<file path="config.mk">
export PLATFORM = sky130hd
export DESIGN_NAME = fetch_sequencer
export DESIGN_NICKNAME = d
export VERILOG_FILES = /design/src/rtl/fetch_sequencer.sv
export SDC_FILE = /design/constraint.sdc
export NUM_CORES = 1
export LEC_CHECK = 0
export ABC_AREA = 1
export CAP_MARGIN = 20
export CELL_PAD_IN_SITES_DETAIL_PLACEMENT = 1
export CELL_PAD_IN_SITES_GLOBAL_PLACEMENT = 2
export CORE_MARGIN = 4
export CORE_UTILIZATION = 25
export DETAILED_ROUTE_END_ITERATION = 6
export PLACE_DENSITY = 0.74
export SLEW_MARGIN = 20
export SYNTH_ARGS = -nofsm -noshare
export SYNTH_HDL_FRONTEND = slang
export SYNTH_SLANG_ARGS = --single-unit
</file>
<file path="constraint.sdc">
create_clock -name clk -period 1.4 [get_ports clk]
set_input_delay 0.14 -clock clk [delete_from_list [all_inputs] [get_ports clk]]
set_output_delay 0.14 -clock clk [all_outputs]
set_load 0.005 [all_outputs]
</file>
<file path="src/rtl/fetch_sequencer.sv">
// -----------------------------------------------------------------------------
// fetch_sequencer
//
// Instruction-fetch controller for the 4-bit CPU. It runs the 8-phase machine
// cycle (A1,A2,A3,M1,M2,X1,X2,X3 = 0..7) and owns the program counter. It also
// captures the two ROM nibbles of each frame and assembles one- and two-word
// instructions for the decode/execute stage.
//
// Parameters
//    ADDR_W      PC / ROM address width
//    RESET_PC    PC value after reset
//
// Ports
//    clk          in   system clock, all state on the rising edge
//    rst_n        in   asynchronous active-low reset
//    run          in   1 = advance, 0 = freeze all state
//    rom_nibble   in   ROM data, only meaningful in phases M1 (3) and M2 (4)
//    jump_req     in   load jump_addr as the next PC (sampled in phase X3)
//    jump_addr    in   jump target
//    cycle        out  current machine phase 0..7
//    sync         out  high during phase X3 (frame end)
//    rom_addr     out  fetch address (= PC), stable for a whole frame
//    opr          out  upper nibble of the first instruction word
//    opa          out  lower nibble of the first instruction word
//    word2        out  second instruction word (valid when two_byte=1)
//    two_byte     out  current instruction is a two-word instruction
//    instr_valid  out  one-clock pulse in phase X1 when an instruction is complete
// -----------------------------------------------------------------------------
module fetch_sequencer #(
   parameter int                ADDR_W   = 12,
   parameter logic [ADDR_W-1:0] RESET_PC = '0
) (
   input  logic              clk,
   input  logic              rst_n,
   input  logic              run,
   input  logic [3:0]        rom_nibble,
   input  logic              jump_req,
   input  logic [ADDR_W-1:0] jump_addr,
   output logic [2:0]        cycle,
   output logic              sync,
   output logic [ADDR_W-1:0] rom_addr,
   output logic [3:0]        opr,
   output logic [3:0]        opa,
   output logic [7:0]        word2,
   output logic              two_byte,
   output logic              instr_valid
);

   typedef enum logic [2:0] {
      PH_A1 = 3'd0,
      PH_A2 = 3'd1,
      PH_A3 = 3'd2,
      PH_M1 = 3'd3,
      PH_M2 = 3'd4,
      PH_X1 = 3'd5,
      PH_X2 = 3'd6,
      PH_X3 = 3'd7
   } phase_t;

   phase_t            phase_q,    phase_d;
   logic [ADDR_W-1:0] pc_q,       pc_d;
   logic [3:0]        hi_q,       hi_d;
   logic [3:0]        opr_q,      opr_d;
   logic [3:0]        opa_q,      opa_d;
   logic [7:0]        word2_q,    word2_d;
   logic              two_byte_q, two_byte_d;
   logic              pending_q,  pending_d;
   logic              valid_q,    valid_d;

   // Opcodes whose first word is followed by a second fetched word:
   // JCN (1), FIM (2 with even modifier), JUN (4), JMS (5), ISZ (7).
   function automatic logic is_two_word(input logic [3:0] op, input logic [3:0] mod);
      logic res;
      res = 1'b0;
      case (op)
         4'h1, 4'h4, 4'h5, 4'h7: res = 1'b1;
         4'h2:                   res = ~mod[0];
         default:                res = 1'b0;
      endcase
      return res;
   endfunction

   // -------------------------------------------------------------------------
   // State register
   // -------------------------------------------------------------------------
   always_ff @(posedge clk or negedge rst_n) begin
      if (!rst_n) begin
         phase_q    <= PH_A1;
         pc_q       <= RESET_PC;
         hi_q       <= 4'h0;
         opr_q      <= 4'h0;
         opa_q      <= 4'h0;
         word2_q    <= 8'h00;
         two_byte_q <= 1'b0;
         pending_q  <= 1'b0;
         valid_q    <= 1'b0;
      end else begin
         phase_q    <= phase_d;
         pc_q       <= pc_d;
         hi_q       <= hi_d;
         opr_q      <= opr_d;
         opa_q      <= opa_d;
         word2_q    <= word2_d;
         two_byte_q <= two_byte_d;
         pending_q  <= pending_d;
         valid_q    <= valid_d;
      end
   end

   // -------------------------------------------------------------------------
   // Next-state logic
   // -------------------------------------------------------------------------
   always_comb begin
      phase_d    = phase_q;
      pc_d       = pc_q;
      hi_d       = hi_q;
      opr_d      = opr_q;
      opa_d      = opa_q;
      word2_d    = word2_q;
      two_byte_d = two_byte_q;
      pending_d  = pending_q;
      // The pulse lives for exactly one edge: any edge out of X1, whether it
      // advances or not, clears it so a frozen X1 never re-issues it.
      valid_d    = 1'b0;

      if (run) begin
         phase_d = phase_t'(phase_q + 3'd1);

         case (phase_q)
            PH_M1: begin
               hi_d = rom_nibble;
            end

            PH_M2: begin
               // Commit uses the fresh low nibble straight off the bus.
               if (pending_q) begin
                  word2_d   = {hi_q, rom_nibble};
                  pending_d = 1'b0;
                  valid_d   = 1'b1;
               end else begin
                  opr_d = hi_q;
                  opa_d = rom_nibble;
                  if (is_two_word(hi_q, rom_nibble)) begin
                     pending_d  = 1'b1;
                     two_byte_d = 1'b1;
                  end else begin
                     two_byte_d = 1'b0;
                     valid_d    = 1'b1;
                  end
               end
            end

            PH_X3: begin
               if (jump_req) begin
                  pc_d      = jump_addr;
                  // A jump abandons any half-fetched two-word instruction.
                  pending_d = 1'b0;
               end else begin
                  pc_d = pc_q + ADDR_W'(1);
               end
            end

            default: ;
         endcase
      end
   end

   // -------------------------------------------------------------------------
   // Outputs
   // -------------------------------------------------------------------------
   assign cycle       = phase_q;
   assign sync        = (phase_q == PH_X3);
   assign rom_addr    = pc_q;
   assign opr         = opr_q;
   assign opa         = opa_q;
   assign word2       = word2_q;
   assign two_byte    = two_byte_q;
   // Dropping run during X1 withdraws the pulse immediately.
   assign instr_valid = valid_q & run;

endmodule

</file>
==> run metrics, run 1 <==
outcome=finished, violations left; failing checks=setup timing; biggest area consumer among synthesized cells=dfrtp_1; ys async rst share=100%; die width=96.4 um; Layout Nets=360; ANT cells=0; Synth Register Bits=38; Final ANT Viol Nets=0; Clock power frac=about 11%; Synth top cells by count=nand2_1, dfrtp_1, nor2_1, inv_1, a21oi_1; Leak Pwr=around 1.5 nW; power share of the sequential group=between 30% and 40%; first-pass GRT wire length=9.96 mm; Peak VDD IR=around 0.84 mV; met3 usage=a little under 3%; largest net degree at the start of global routing=39; worst r2r src=cycle[1]; worst-margin pin slew=roughly 280 ps; drt first-iter violations=25; WP buf/inv=2; multi-input logic area=~1100 um2; EDFF count, synth=0; post-synthesis cell type count=27; P&R area growth vs syn=68.4%; RSZ-0062 raised after global routing=yes; worst stage delay on the critical path=380 ps; DRC=0; Layout fillers=870; final worst slack=-12.2 ps; relative slew slack=81.7%; Via density=~4.5; Int Pwr=slightly below 4 mW; HP Class=in2async; period utilization=101%; Max-Cap Viols=0; vias in the first global route=between 2000 and 2500; row cnt=31; Seq/Total Area, Yosys=48.7%; final setup vio count=4; clock sinks=38; Syn Nets=260; Syn Area/Cell=around 8.3 um2; Non-Filler Instances=~430; top cell family by delay on the critical path=flip-flops; Total Wirelength=6.27 mm; HPWL after DPL=between 4 and 5 mm; crit path kind=reg2out; Reg2Reg Depth=6; Sw Ratio=approximately two fifths; clock buffer count from CTS=5; leading register cell type out of synthesis=dfrtp_1; final hold vios=0; clk slew on worst S/H paths=70 ps; DRT Pass-1 Iters=4; Synth Cell Area=between 1500 and 2000 um2; Net Sw Power=2.53 mW; WP data required=between 1000 and 1500 ps; register area=953 um2; DR vias=~2000; CORE AREA=approximately 7400 um2; synth warn=0; worst-skew pair later-pin latency=roughly 290 ps; Critical Path Slowest Stage Cell=dfrtp_1; antenna violations before repair=0; power density cells=1980 nW/um2; fin. max-slew vios=0; most used cell, CP=ha_4; top-count cell post-synth=nand2_1; Routed wire per std cell=~14 um; Logic pwr share=between 50% and 60%; H-Tree Depth=2; internal reg-to-reg setup slack=-10 ps; reg2reg end=pending_q; CP startpoint kind=flop; die height=96.4 um; IO Pins=between 50 and 60; CTS Buffer Depth=2; Max Fclk=0.708 GHz; met1 usage=between 10% and 20%; total track usage=14.0%; Synth Instances=around 240; clock root buffer=clkbuf_8; met2 global-route usage=23.6%; grt total ovfl=0; crit end category=output pin; CTS tree=done; crit path max fanout=3; Initial Util=a little over a quarter; Synth top area share=about 50%; Inst Count DP=404; top post-synthesis cells by area=dfrtp_1, nand2_1, nor2_1; GR peak layer=met2; worst-path cell chain=buf_4 > ha_4 > ha_4 > clkbuf_2; PortBufs=53; die area=slightly above 9000 um2; Fin Clk Skew=between 4 and 5 ps; arrival time worst endpoint=approximately 1300 ps; fin crit period=around 1400 ps; gp weighted congestion=around 0.77; Worst Hold Slack=~340 ps; layout cells sized above 1=34.0%
area by class of cell:
cell class | count | share of cell area (%)
Sequential cell | 38 | 29.0
Timing Repair Buffer | 96 | 27.7
Tap cell | 99 | 3.77
Clock inverter | 2 | 0.304
Multi-Input combinational cell | 170 | 33.9
Clock buffer | 5 | 2.09
Inverter | 24 | 3.27
metal layers:
metal | wire (um) | share of wire [%]
met1 | 2750 | 44
met2 | 3150 | 50
met3 | 306 | 4.9
met4 | 60 | 0.96
met5 | 0 | 0
power groups by stage:
stage,logic (mW),clock network (mW),registers (mW)
after floorplan,1.23,0,2.04
after global placement,2.76,0,2.05
after detailed placement,2.83,0,2.05
after CTS,3.30,0.771,1.98
after global routing,4.17,0.818,2.07
final,3.75,0.740,2.00
cells in the final DEF, fill, tap and decap left out, drive strengths merged, types with 7 or more instances in the layout:
cell / count
nand2: 65
buf: 43
clkdlybuf4s50: 39
dfrtp: 38
nor2: 34
o21ai: 25
inv: 23
a21oi: 20
nand3: 9
dlygate4sd2: 7
registers in the layout (all words and copies together) (netlist names):
register / flops
opr: 4
hi_q: 4
rom_addr: 12
opa: 4
valid_q: 1
two_byte: 1
pending_q: 1
word2: 8
cycle: 3
repair_timing:
action,in CTS,in global routing
hold buffers,1,0
setup buffers,12,9
gates resized for setup,32,54
pin swaps,8,14
cloned,2,1
hold endpoints to repair,38,0
setup endpoints to repair,45,41
logic make-up (layout without fill, tap and decap cells):
kind of cell / count (synthesis) / after routing / share of synthesized area [%]
adder cells (fa/ha/maj): 5 / 5 / 3.20
AO/OA/AOI/OAI: 47 / 47 / 14.2
buffers and inverters: 30 / 127 / 7.37
XOR/XNOR: 1 / 1 / 0.449
AND/OR/NAND/NOR: 114 / 117 / 26.1
flip-flops: 38 / 38 / 48.7
how the worst max path moves through the flow:
stage	from	end	slack, ps	cells past startpoint
CTS	cycle[1]	sync	-100	4
detailed placement	cycle[0]	rom_addr[5]	-120	8
global placement	cycle[0]	rom_addr[5]	-100	8
global route	cycle[0]	rom_addr[4]	-140	9
floorplan	cycle[0]	rom_addr[10]	-10	7
finish	cycle[1]	sync	-10	4
worst reg2reg max path: stages (launching register included):
cell and delay [ps]:
dfrtp_1 380, buf_4 140, ha_4 170, ha_4 180, buf_4 140, a22oi_1 200
o21ai_1 90
through the flow:
stage	setup slack, ps	setup TNS, ps	power [mW]	utilization [%]	instance area, um2
final	-12.2	-22.6	6.49	44.4	3290
after global routing	-138	-1770	7.06	44.4	3290
after CTS	-97.9	-162	6.05	40.6	3010
after detailed placement	-119	-2450	4.88	37.0	2740
after global placement	-101	-1400	4.81	37.0	2740
after floorplan	-13.7	-41.1	3.27	-	1960
(Power assumes the default switching activity.)
==> run 2: changes to the inputs <==
Settings changed: TNS_END_PERCENT from default to 100.
==> results of run 2 <==
The final DEF is identical to that of run 1; final timing and power are the same.
